$ cat config.mk
export PLATFORM = sky130hd
export DESIGN_NAME = hour_24_flat
export DESIGN_NICKNAME = d
export VERILOG_FILES = /design/src/rtl/hour_24_if.sv /design/src/rtl/hour_24.sv /design/src/flat_wrapper.sv
export SDC_FILE = /design/constraint.sdc
export NUM_CORES = 1
export LEC_CHECK = 0
export BUFFER_PORTS_ARGS = -buffer_cell sky130_fd_sc_hd__buf_2
export CORE_AREA = 2 2 39 41
export CTS_CLUSTER_DIAMETER = 80
export DETAILED_ROUTE_END_ITERATION = 7
export DIE_AREA = 0 0 41 43
export PLACE_DENSITY = 0.87
export SETUP_SLACK_MARGIN = 0.05
export SYNTH_ARGS = -nofsm -noshare
export SYNTH_HDL_FRONTEND = slang
export SYNTH_SLANG_ARGS = --single-unit
export TNS_END_PERCENT = 20
$ cat constraint.sdc
create_clock -name clk -period 4.1 [get_ports clk]
set_input_delay 0.41 -clock clk [delete_from_list [all_inputs] [get_ports clk]]
set_output_delay 0.41 -clock clk [all_outputs]
set_load 0.02 [all_outputs]
$ cat src/rtl/hour_24_if.sv
// ---------------------------------------------------------------------------
// hour_24_if
//
// Purpose:
//   Time-set handshake between a requester and the hour_24 counter stage.
//   The requester holds set_req high with the BCD value on set_hour_10 and
//   set_hour_1. The counter answers with a one-cycle set_ack. When the value
//   was not a legal 24h hour, set_err pulses in the same cycle as set_ack.
//
// Signals:
//   set_req      requester -> counter  level request, held until set_ack
//   set_hour_10  requester -> counter  BCD tens digit to load (0..2 legal)
//   set_hour_1   requester -> counter  BCD ones digit to load (0..9 legal)
//   set_ack      counter -> requester  one-cycle completion pulse
//   set_err      counter -> requester  one-cycle reject pulse, with set_ack
//
// Modports:
//   master  the requester side
//   slave   the counter side (used by hour_24)
// ---------------------------------------------------------------------------
interface hour_24_if;
  logic       set_req;
  logic [1:0] set_hour_10;
  logic [3:0] set_hour_1;
  logic       set_ack;
  logic       set_err;

  modport master (
    output set_req,
    output set_hour_10,
    output set_hour_1,
    input  set_ack,
    input  set_err
  );

  modport slave (
    input  set_req,
    input  set_hour_10,
    input  set_hour_1,
    output set_ack,
    output set_err
  );
endinterface

$ cat src/rtl/hour_24.sv
// ---------------------------------------------------------------------------
// hour_24
//
// Purpose:
//   Hours stage of a BCD clock chain. It keeps a 24h hour count as a BCD
//   pair (tens, ones) in the range 00..23. Each hour_tick_i pulse from the
//   minutes stage advances the count. On the 23 -> 00 wrap the stage emits
//   a one-cycle day_tick_o carry to the day stage. A small three-state
//   handshake (IDLE, DONE, WAIT_REL) lets a requester load a new hour
//   through the set interface.
//
// Ports:
//   clk          system clock, rising edge active
//   rst_n        asynchronous active-low reset
//   hour_tick_i  one-cycle carry from the minutes stage (59 -> 00)
//   set_if       slave side of the time-set handshake (see hour_24_if)
//   hour_10_o    displayed hour tens digit, BCD
//   hour_1_o     displayed hour ones digit, BCD
//   day_tick_o   one-cycle carry to the day stage on 23 -> 00
//   pm_o         afternoon flag (exists only with HOUR_AMPM_EN)
//
// Configuration:
//   HOUR_AMPM_EN  When this macro is defined, the hour outputs show the 12h
//                 form (00 -> 12, 13..23 -> 01..11) and pm_o is present.
//                 Loading and day_tick_o still work on the internal 24h
//                 count. When the macro is not defined, the outputs show the
//                 24h count directly and pm_o does not exist.
// ---------------------------------------------------------------------------
module hour_24 (
  input  logic       clk,
  input  logic       rst_n,
  input  logic       hour_tick_i,
  hour_24_if.slave   set_if,
  output logic [1:0] hour_10_o,
  output logic [3:0] hour_1_o,
  output logic       day_tick_o
`ifdef HOUR_AMPM_EN
  ,
  output logic       pm_o
`endif
);

  typedef enum logic [1:0] {
    IDLE     = 2'd0,
    DONE     = 2'd1,
    WAIT_REL = 2'd2
  } state_e;

  state_e     state_q, state_d;
  logic [1:0] tens_q, tens_d;
  logic [3:0] ones_q, ones_d;
  logic       day_q, day_d;
  logic       ack_q, ack_d;
  logic       err_q, err_d;

  logic       setAccept;
  logic       setValid;
  logic       loadSet;
  logic       countLegal;
  logic       atLastHour;

  // A request is taken only in IDLE. Holding set_req through DONE and
  // WAIT_REL therefore never reloads the count. The value is legal when it
  // is a real 24h hour: tens 0..2, ones 0..9, and ones 0..3 when tens is 2.
  always_comb begin
    setAccept  = (state_q == IDLE) && set_if.set_req;
    setValid   = (set_if.set_hour_10 <= 2'd2) &&
                 (set_if.set_hour_1 <= 4'd9) &&
                 ((set_if.set_hour_10 != 2'd2) || (set_if.set_hour_1 <= 4'd3));
    loadSet    = setAccept && setValid;
    countLegal = (tens_q != 2'd3) && (ones_q <= 4'd9) &&
                 ((tens_q != 2'd2) || (ones_q <= 4'd3));
    atLastHour = (tens_q == 2'd2) && (ones_q == 4'd3);
  end

  // Handshake sequencing. Acceptance moves to DONE, and DONE lasts exactly
  // one cycle. WAIT_REL then waits for the requester to release set_req, so
  // that one request produces one load. The ack and err pulses are
  // registered on the accepting edge, which puts them high in the DONE
  // cycle.
  always_comb begin
    state_d = state_q;
    ack_d   = 1'b0;
    err_d   = 1'b0;
    case (state_q)
      IDLE: begin
        if (set_if.set_req) begin
          state_d = DONE;
          ack_d   = 1'b1;
          err_d   = !setValid;
        end
      end
      DONE: begin
        state_d = WAIT_REL;
      end
      WAIT_REL: begin
        if (!set_if.set_req) begin
          state_d = IDLE;
        end
      end
      default: begin
        state_d = IDLE;
      end
    endcase
  end

  // Hour counter. An accepted legal load takes priority over a coincident
  // tick, and that tick is dropped without any carry. A rejected load leaves
  // the count to the normal tick path. A corrupted encoding is repaired to
  // 00 by the next tick, and this repair is not a day wrap, so no carry is
  // sent.
  always_comb begin
    tens_d = tens_q;
    ones_d = ones_q;
    day_d  = 1'b0;
    if (loadSet) begin
      tens_d = set_if.set_hour_10;
      ones_d = set_if.set_hour_1;
    end else if (hour_tick_i) begin
      if (!countLegal) begin
        tens_d = 2'd0;
        ones_d = 4'd0;
      end else if (atLastHour) begin
        tens_d = 2'd0;
        ones_d = 4'd0;
        day_d  = 1'b1;
      end else if (ones_q == 4'd9) begin
        tens_d = tens_q + 2'd1;
        ones_d = 4'd0;
      end else begin
        ones_d = ones_q + 4'd1;
      end
    end
  end

  // All state registers, cleared asynchronously. Reset aborts a handshake
  // in progress. If set_req is still high after release, it is seen again
  // in IDLE as a new request.
  always_ff @(posedge clk or negedge rst_n) begin
    if (!rst_n) begin
      state_q <= IDLE;
      tens_q  <= 2'd0;
      ones_q  <= 4'd0;
      day_q   <= 1'b0;
      ack_q   <= 1'b0;
      err_q   <= 1'b0;
    end else begin
      state_q <= state_d;
      tens_q  <= tens_d;
      ones_q  <= ones_d;
      day_q   <= day_d;
      ack_q   <= ack_d;
      err_q   <= err_d;
    end
  end

  assign set_if.set_ack = ack_q;
  assign set_if.set_err = err_q;
  assign day_tick_o     = day_q;

`ifdef HOUR_AMPM_EN
  // 12h display mapping, done in BCD directly from the count registers.
  // Internal 00 shows as 12, so the display is forced to zero while reset
  // is asserted. Without this, the outputs would read 12 during reset.
  always_comb begin
    hour_10_o = tens_q;
    hour_1_o  = ones_q;
    if (!rst_n) begin
      hour_10_o = 2'd0;
      hour_1_o  = 4'd0;
    end else if ((tens_q == 2'd0) && (ones_q == 4'd0)) begin
      hour_10_o = 2'd1;
      hour_1_o  = 4'd2;
    end else if ((tens_q == 2'd1) && (ones_q >= 4'd3)) begin
      hour_10_o = 2'd0;
      hour_1_o  = ones_q - 4'd2;
    end else if ((tens_q == 2'd2) && (ones_q <= 4'd1)) begin
      hour_10_o = 2'd0;
      hour_1_o  = ones_q + 4'd8;
    end else if (tens_q == 2'd2) begin
      hour_10_o = 2'd1;
      hour_1_o  = ones_q - 4'd2;
    end
  end

  // Afternoon covers internal hours 12..23.
  assign pm_o = (tens_q == 2'd2) || ((tens_q == 2'd1) && (ones_q >= 4'd2));
`else
  assign hour_10_o = tens_q;
  assign hour_1_o  = ones_q;
`endif

endmodule

$ cat src/flat_wrapper.sv
// flat-port wrapper written by rule: the top's interface ports become plain ports
module hour_24_flat 
  (clk, rst_n, hour_tick_i, hour_10_o, hour_1_o, day_tick_o, set_if_set_req, set_if_set_hour_10, set_if_set_hour_1, set_if_set_ack, set_if_set_err);
  hour_24_if set_if_i ();
  input  logic clk;
  input  logic rst_n;
  input  logic hour_tick_i;
  output logic [1:0] hour_10_o;
  output logic [3:0] hour_1_o;
  output logic day_tick_o;
  input wire logic [$bits(set_if_i.set_req)-1:0] set_if_set_req;
  input wire logic [$bits(set_if_i.set_hour_10)-1:0] set_if_set_hour_10;
  input wire logic [$bits(set_if_i.set_hour_1)-1:0] set_if_set_hour_1;
  output wire logic [$bits(set_if_i.set_ack)-1:0] set_if_set_ack;
  output wire logic [$bits(set_if_i.set_err)-1:0] set_if_set_err;
  assign set_if_i.set_req = set_if_set_req;
  assign set_if_i.set_hour_10 = set_if_set_hour_10;
  assign set_if_i.set_hour_1 = set_if_set_hour_1;
  assign set_if_set_ack = set_if_i.set_ack;
  assign set_if_set_err = set_if_i.set_err;
  hour_24 u_core (.clk(clk), .rst_n(rst_n), .hour_tick_i(hour_tick_i), .set_if(set_if_i), .hour_10_o(hour_10_o), .hour_1_o(hour_1_o), .day_tick_o(day_tick_o));
endmodule
==> reports/summary.txt, run 1 <==
cell area power density: 691 mW/mm^2
status: completed
Via density: 5.79
EDFF count, synth: 0
most common flop cell mapped by yosys: dfrtp_1
WHS Path Cells: 2
post-layout util: 56.9%
max-slew violation count: 0
CTS tree: done
Worst Skew: 0.00113 ns
CP Class: register to register
Peak supply drop: 0.338 mV
total CTS buffers: 3
GR met3 Demand/Resource: 3.66%
DP HPWL: 1100 um
Critical Path RT: 4.32 ns
hold path endpoint: u_core.hour_1_o[0]
Synth Net Count: 75
ant diodes: 0
PortBufs: 18
hold path startpoint: set_if_set_hour_1[0]
Area growth syn-to-layout: 21.0%
total number of vias: 579
drt drc: 0
FF-to-FF setup slack: 2.36 ns
die area: 0.00176 mm^2
final WL: 1470 um
Pre-Repair DR Iteration Count: 4
core footprint: 0.00138 mm^2
Achievable Freq: 575 MHz
top cells by area, synth: dfrtp_1, mux2_2, ha_1
final antenna-violating net count: 0
Yosys reg bits: 11
Clock Latency Late Sink: 0.28 ns
worst r2r src: u_core.hour_10_o[0]
max_slew headroom: 76.4%
Comb power frac: 47.6%
setup_tns: 0 ns
NetSw: 0.241 mW
grt total ovfl: 0
maxcap violations: 0
clock power share: 14.3%
synth cell count leaders: dfrtp_1, inv_1, nand2_1
post-cts resize count: 0
Slew @ Worst Pin: 0.353 ns
Post-Syn Instances: 63
cells on worst reg2reg path: 6
initial antenna violation count: 0
Period minus WS final: 1.74 ns
Die Y: 43 um
nature of the critical path endpoint: register
Flop pwr share: 38.1%
GPL Wtd Cong: 0.718
Critical Path AT: 1.96 ns
Final Hold Viols: 0
M2 GR Usage: 30.9%
1st-iter DRT viols: 11
Max Fanout on Critical Path: 5
Die W: 41 um
min-delay worst type: input pin to register
met1 usage: 26.8%
post-synth top area cell: dfrtp_1
Final period util: 42.4%
Total GRT Usage: 21.0%
count leader, synth: dfrtp_1
Cell Int Power: 0.303 mW
reg2reg end: u_core.hour_10_o[0]
CTS HTree Levels: 1
startpoint types: register
DR WL/cell: 14.7 um
Initial Utilization: 47.0%
clk slew on worst S/H paths: 0.07 ns
Switching Share: 44.3%
number of global-route vias before repair: 571
area share of the largest cell type after synthesis: 42.3%
unrepaired setup endpoints after global routing: false
final setup vio count: 0
IO Count: 19
first-pass GRT wire length: 2420 um
number of nets in the layout: 97
Row Count: 14
Syn Area/Cell: 10.3 um^2
Synth cell types: 32
Static Leak: 0.394 nW
Post-Syn Area: 651 um^2
CTS root buffer: clkbuf_4
CTS max path bufs: 2
grt peak-use layer: met2
largest net degree at the start of global routing: 12
synth warn: 0
ys async rst share: 100%
register area share after synthesis: 42.3%
layout cell share with drive strength beyond 1: 33.3%
CTS sink count: 11
==> what timing repair did <==
| item | 4_1_cts | 5_1_grt |
|---|---|---|
| hold buffers | 1 | 0 |
| buffers inserted | 0 | 0 |
| hold endpoints to repair | 6 | 0 |
==> per-layer routing <==
metal | wire (um) | vias up
li1 | - | 278
met1 | 625 | 274
met2 | 713 | 23
met3 | 90 | 4
met4 | 42 | 0
met5 | 0 | -
==> kinds of logic (layout without fill, tap and decap cells) <==
logic type | Yosys count | count (layout) | synth area share [%]
multiplexers | 6 | 6 | 10.0
buffers and inverters | 7 | 28 | 4.42
XOR/XNOR | 1 | 1 | 1.35
flip-flops | 11 | 11 | 42.3
AND/OR/NAND/NOR | 21 | 21 | 18.7
adder cells (fa/ha/maj) | 2 | 2 | 3.85
AO/OA/AOI/OAI | 15 | 15 | 19.4
==> critical path, stage by stage (launching register included) <==
cell     delay [ns]
dfrtp_1        0.40
inv_1          0.06
ha_1           0.26
or3b_1         0.45
nor3_2         0.23
mux2_1         0.15
mux2_2         0.13
==> worst max-delay path by stage <==
| stage | startpoint | to |
|---|---|---|
| 2_1_floorplan | u_core.hour_10_o[0] | u_core.hour_10_o[0] |
| 3_3_place_gp | u_core.hour_10_o[0] | u_core.hour_10_o[0] |
| 3_5_place_dp | u_core.hour_10_o[0] | u_core.hour_10_o[0] |
| 4_1_cts | u_core.hour_10_o[0] | u_core.hour_10_o[0] |
| 5_1_grt | u_core.hour_10_o[0] | u_core.hour_1_o[3] |
| 6_report | u_core.hour_10_o[0] | u_core.hour_10_o[0] |
==> state kept, by name (all words and copies together), names as in the netlist <==
signal and flops:
u_core.state_q 2, u_core.hour_1_o 4, u_core.day_tick_o 1, u_core.set_if.set_ack 1, u_core.set_if.set_err 1, u_core.hour_10_o 2
==> power groups by stage <==
stage	logic [mW]	registers [mW]	clock network, mW
floorplan	0.167	0.224	0
global placement	0.249	0.204	0
detailed placement	0.259	0.209	0
CTS	0.262	0.207	0.0799
global route	0.289	0.215	0.0822
finish	0.259	0.207	0.0778
==> cell usage in the layout (no fill, tap or decap), types with 3 or more instances in the layout <==
cell and count:
buf_2 18, mux2_2 3, nor2_1 3, a21oi_1 4, clkbuf_4 3, nand2_1 5, inv_1 5, dfrtp_1 11
==> stage by stage <==
stage | cell area (um^2) | power, mW | setup WS, ns | hold WS (ns) | std cells
2_1_floorplan | 651 | 0.392 | 2.38 | 0.114 | 63
3_3_place_gp | 751 | 0.453 | 2.44 | 0.290 | 95
3_5_place_dp | 751 | 0.468 | 2.38 | 0.298 | 95
4_1_cts | 787 | 0.548 | 2.36 | 0.362 | 100
5_1_grt | 787 | 0.586 | 2.20 | 0.376 | 100
6_report | 787 | 0.544 | 2.36 | 0.368 | 100
==> cell type report <==
cell class / count / area (um^2)
repair buffers: 19 / 100
multi-input cells: 45 / 347
flip-flops and latches: 11 / 275
inverters: 5 / 18.8
clock buffers: 4 / 26.3
well taps: 16 / 20.0
fillers: 126 / 597
(Power assumes the default switching activity.)
==> run 2: changes to the inputs <==
--- a/config.mk
+++ b/config.mk
@@ -5,12 +5,12 @@
 export SDC_FILE = /design/constraint.sdc
 export NUM_CORES = 1
 export LEC_CHECK = 0
+export ABC_AREA = 1
 export BUFFER_PORTS_ARGS = -buffer_cell sky130_fd_sc_hd__buf_2
-export CORE_AREA = 2 2 39 41
+export CORE_UTILIZATION = 45
 export CTS_CLUSTER_DIAMETER = 80
 export DETAILED_ROUTE_END_ITERATION = 7
-export DIE_AREA = 0 0 41 43
-export PLACE_DENSITY = 0.87
+export PLACE_DENSITY = 0.84
 export SETUP_SLACK_MARGIN = 0.05
 export SYNTH_ARGS = -nofsm -noshare
 export SYNTH_HDL_FRONTEND = slang
==> constraint.sdc (replaced) <==
create_clock -name clk -period 1.5 [get_ports clk]
set_input_delay 0.15 -clock clk [delete_from_list [all_inputs] [get_ports clk]]
set_output_delay 0.15 -clock clk [all_outputs]
set_load 0.02 [all_outputs]
==> reports/summary.txt, run 2 <==
status: completed
Max Fanout on Critical Path: 5 (unchanged)
nature of the critical path endpoint: register
total CTS buffers: 3 (unchanged)
most common cell after layout, fill and taps aside: nand2_1
most frequent cells in the layout: nand2_1, buf_2, inv_1, dfrtp_1
Area growth syn-to-layout: 22.6%
DR WL/cell: 10.8 um (-26%)
Pre-Repair DR Iteration Count: 4 (unchanged)
Yosys reg bits: 11 (unchanged)
hold slack: 0.100 ns (-0.268 ns)
CTS sink count: 11 (unchanged)
number of nets in the layout: 131 (+35%)
Static Leak: 0.498 nW (+26%)
GPL Wtd Cong: 0.870 (+21%)
CTS HTree Levels: 1 (unchanged)
total design power: 1.60 mW (+190%)
CP Class: register to register
cell family with most CP delay: simple AND/OR/NAND/NOR gates
Peak supply drop: 0.925 mV (+170%)
Flop pwr share: 34.0% (-4.1 points)
synth warn: 0 (unchanged)
Comb power frac: 53.8% (+6.2 points)
Worst Skew: 0.00263 ns (+0.00150 ns)
setup_tns: 0 ns (unchanged)
Post-Place Cell Area: 826 um^2 (+10%)
largest net degree at the start of global routing: 12 (unchanged)
count leader, synth: nand2_1
DP HPWL: 1130 um (+2.7%)
Row Count: 14 (unchanged)
Total GRT Usage: 19.1% (-1.9 points)
Cell Int Power: 0.834 mW (+180%)
Slowest-stage cell, CP: dfrtp_1
Die Y: 41.9 um (-2.6%)
maxcap violations: 0 (unchanged)
synth cell count leaders: nand2_1, inv_1, dfrtp_1
cell area power density: 1830 mW/mm^2 (+160%)
Worst Path Buf+Inv: 1 (unchanged)
met3 WL post-DR: 70 um (-22%)
CTS max path bufs: 2 (unchanged)
final instance area: 877 um^2 (+11%)
total number of vias: 677 (+17%)
unrepaired setup endpoints after global routing: true
IO Count: 19 (unchanged)
Post-Syn Area: 716 um^2 (+10%)
ys async rst share: 100% (unchanged)
first-pass GRT wire length: 2520 um (+4.0%)
core footprint: 0.00149 mm^2 (+7.6%)
top cells by area, synth: dfrtp_1, nand2_1, nor2_4
Finished Layout Cells: 134 (+34%)
Critical Path AT: 1.55 ns (-0.41 ns)
flip-flop count of the largest register after layout: 4 (unchanged)
Period minus WS final: 1.38 ns (-0.354 ns)
max_slew headroom: 84.1% (+7.7 points)
Die W: 41.9 um (+2.1%)
Synth Net Count: 107 (+43%)
Worst path max stage delay: 0.42 ns (-0.03 ns)
die area: 0.00175 mm^2 (-0.51%)
min-delay worst type: input pin to register
CTS tree: done
final WL: 1450 um (-1.5%)
Critical Path RT: 1.66 ns (-2.66 ns)
grt total ovfl: 0 (unchanged)
EDFF count, synth: 0 (unchanged)
drt drc: 0 (unchanged)
PortBufs: 18 (unchanged)
Initial Utilization: 48.1% (+1.1 points)
Final period util: 92.3% (+50 points)
clk slew on worst S/H paths: 0.06 ns (about the same)
clock power share: 12.2% (-2.1 points)
cell breakdown of the critical path: inv_1 -> ha_2 -> nand3_1 -> nor2_4 -> nor2_4 -> nand3_2 -> nand2_2 -> nand2_1 -> nand2_1
NetSw: 0.769 mW (+220%)
Clock Latency Late Sink: 0.27 ns (about the same)
Via density: 5.05 (-13%)
Synth cell types: 22 (-31%)
placed instance count: 129 (+36%)
initial antenna violation count: 0 (unchanged)
Top Layer Used: met4
register area share after synthesis: 38.5% (-3.8 points)
CTS root buffer: clkbuf_4
ant diodes: 0 (unchanged)
Achievable Freq: 722 MHz (+26%)
number of global-route vias before repair: 644 (+13%)
most common flop cell mapped by yosys: dfrtp_1
Final Hold Viols: 0 (unchanged)
1st-iter DRT viols: 9 (-2)
Syn Area/Cell: 7.53 um^2 (-27%)
met2 WL: 733 um (+2.8%)
final setup vio count: 0 (unchanged)
post-synth top area cell: dfrtp_1
Post-Syn Instances: 95 (+51%)
max-slew violation count: 0 (unchanged)
Switching Share: 48.0% (+3.6 points)
Slew @ Worst Pin: 0.238 ns (-0.115 ns)
final antenna-violating net count: 0 (unchanged)
layout cell share with drive strength beyond 1: 34.7% (+1.4 points)
startpoint types: register
area share of the largest cell type after synthesis: 38.5% (-3.8 points)
Met1 Wirelength: 609 um (-2.6%)
-- run 2: final cells by class --
cell class	count	area [um^2]
multi-input combinational	68	395
fill	141	612
inverter	16	60.1
clock buffer	4	26.3
sequential	11	275
timing repair buffer	19	100
tap	16	20.0
-- run 2: cell families (layout without fill, tap and decap cells) --
| kind of cell | after synthesis | in the layout | share of synthesized area, % |
|---|---|---|---|
| DFF | 11 | 11 | 38.5 |
| AOI/OAI and AO/OA | 7 | 7 | 6.47 |
| and+or+nand+nor | 58 | 58 | 42.0 |
| buffers and inverters | 16 | 39 | 8.39 |
| xor gates and xnor gates | 1 | 1 | 1.22 |
| adders and majority gates | 2 | 2 | 3.50 |
-- run 2: stage by stage --
stage	utilization, %	setup WS, ns
after floorplan	-	0.0691
after global placement	55.5	0.152
after detailed placement	55.5	0.0976
after CTS	57.9	0.0854
after global routing	58.9	0.000934
final	58.9	0.116
-- run 2: path summary, 6_finish.rpt --
path	slack [ns]	cells after the start	start	to
min in group asynchronous	0.27	2	rst_n	u_core.state_q[0]
setup / recovery	0.12	9	u_core.hour_10_o[0]	u_core.hour_10_o[1]
setup reg to reg	0.12	9	u_core.hour_10_o[0]	u_core.hour_10_o[1]
max in group asynchronous	1.03	2	rst_n	u_core.hour_1_o[3]
hold / removal	0.10	3	set_if_set_hour_1[0]	u_core.hour_1_o[0]
hold reg to reg	0.51	1	u_core.state_q[1]	u_core.state_q[0]
-- run 2: power groups by stage --
stage / logic, mW / clock network [mW] / registers, mW
final: 0.863 / 0.196 / 0.544
after floorplan: 0.535 / 0 / 0.629
after global routing: 0.967 / 0.215 / 0.564
after detailed placement: 0.833 / 0 / 0.544
after global placement: 0.816 / 0 / 0.539
after CTS: 0.839 / 0.205 / 0.539
-- run 2: layer usage --
layer  vias to the layer above  global-route usage [%]
met5                         -                       0
met4                         0                    9.68
met3                         7                    6.96
met2                        16                    31.6
met1                       312                    21.6
li1                        342                       -
-- run 2: repair_timing --
action	CTS	global route
hold endpoints to repair	11	0
setup buffers	0	0
endpoints found under the setup margin	0	6
gates resized for setup	0	4
hold buffers	1	0
-- run 2: tightest hold or removal path, cell delays in order --
cell and delay, ns:
buf_2 0.07, nand2_1 0.04, nand3_1 0.07
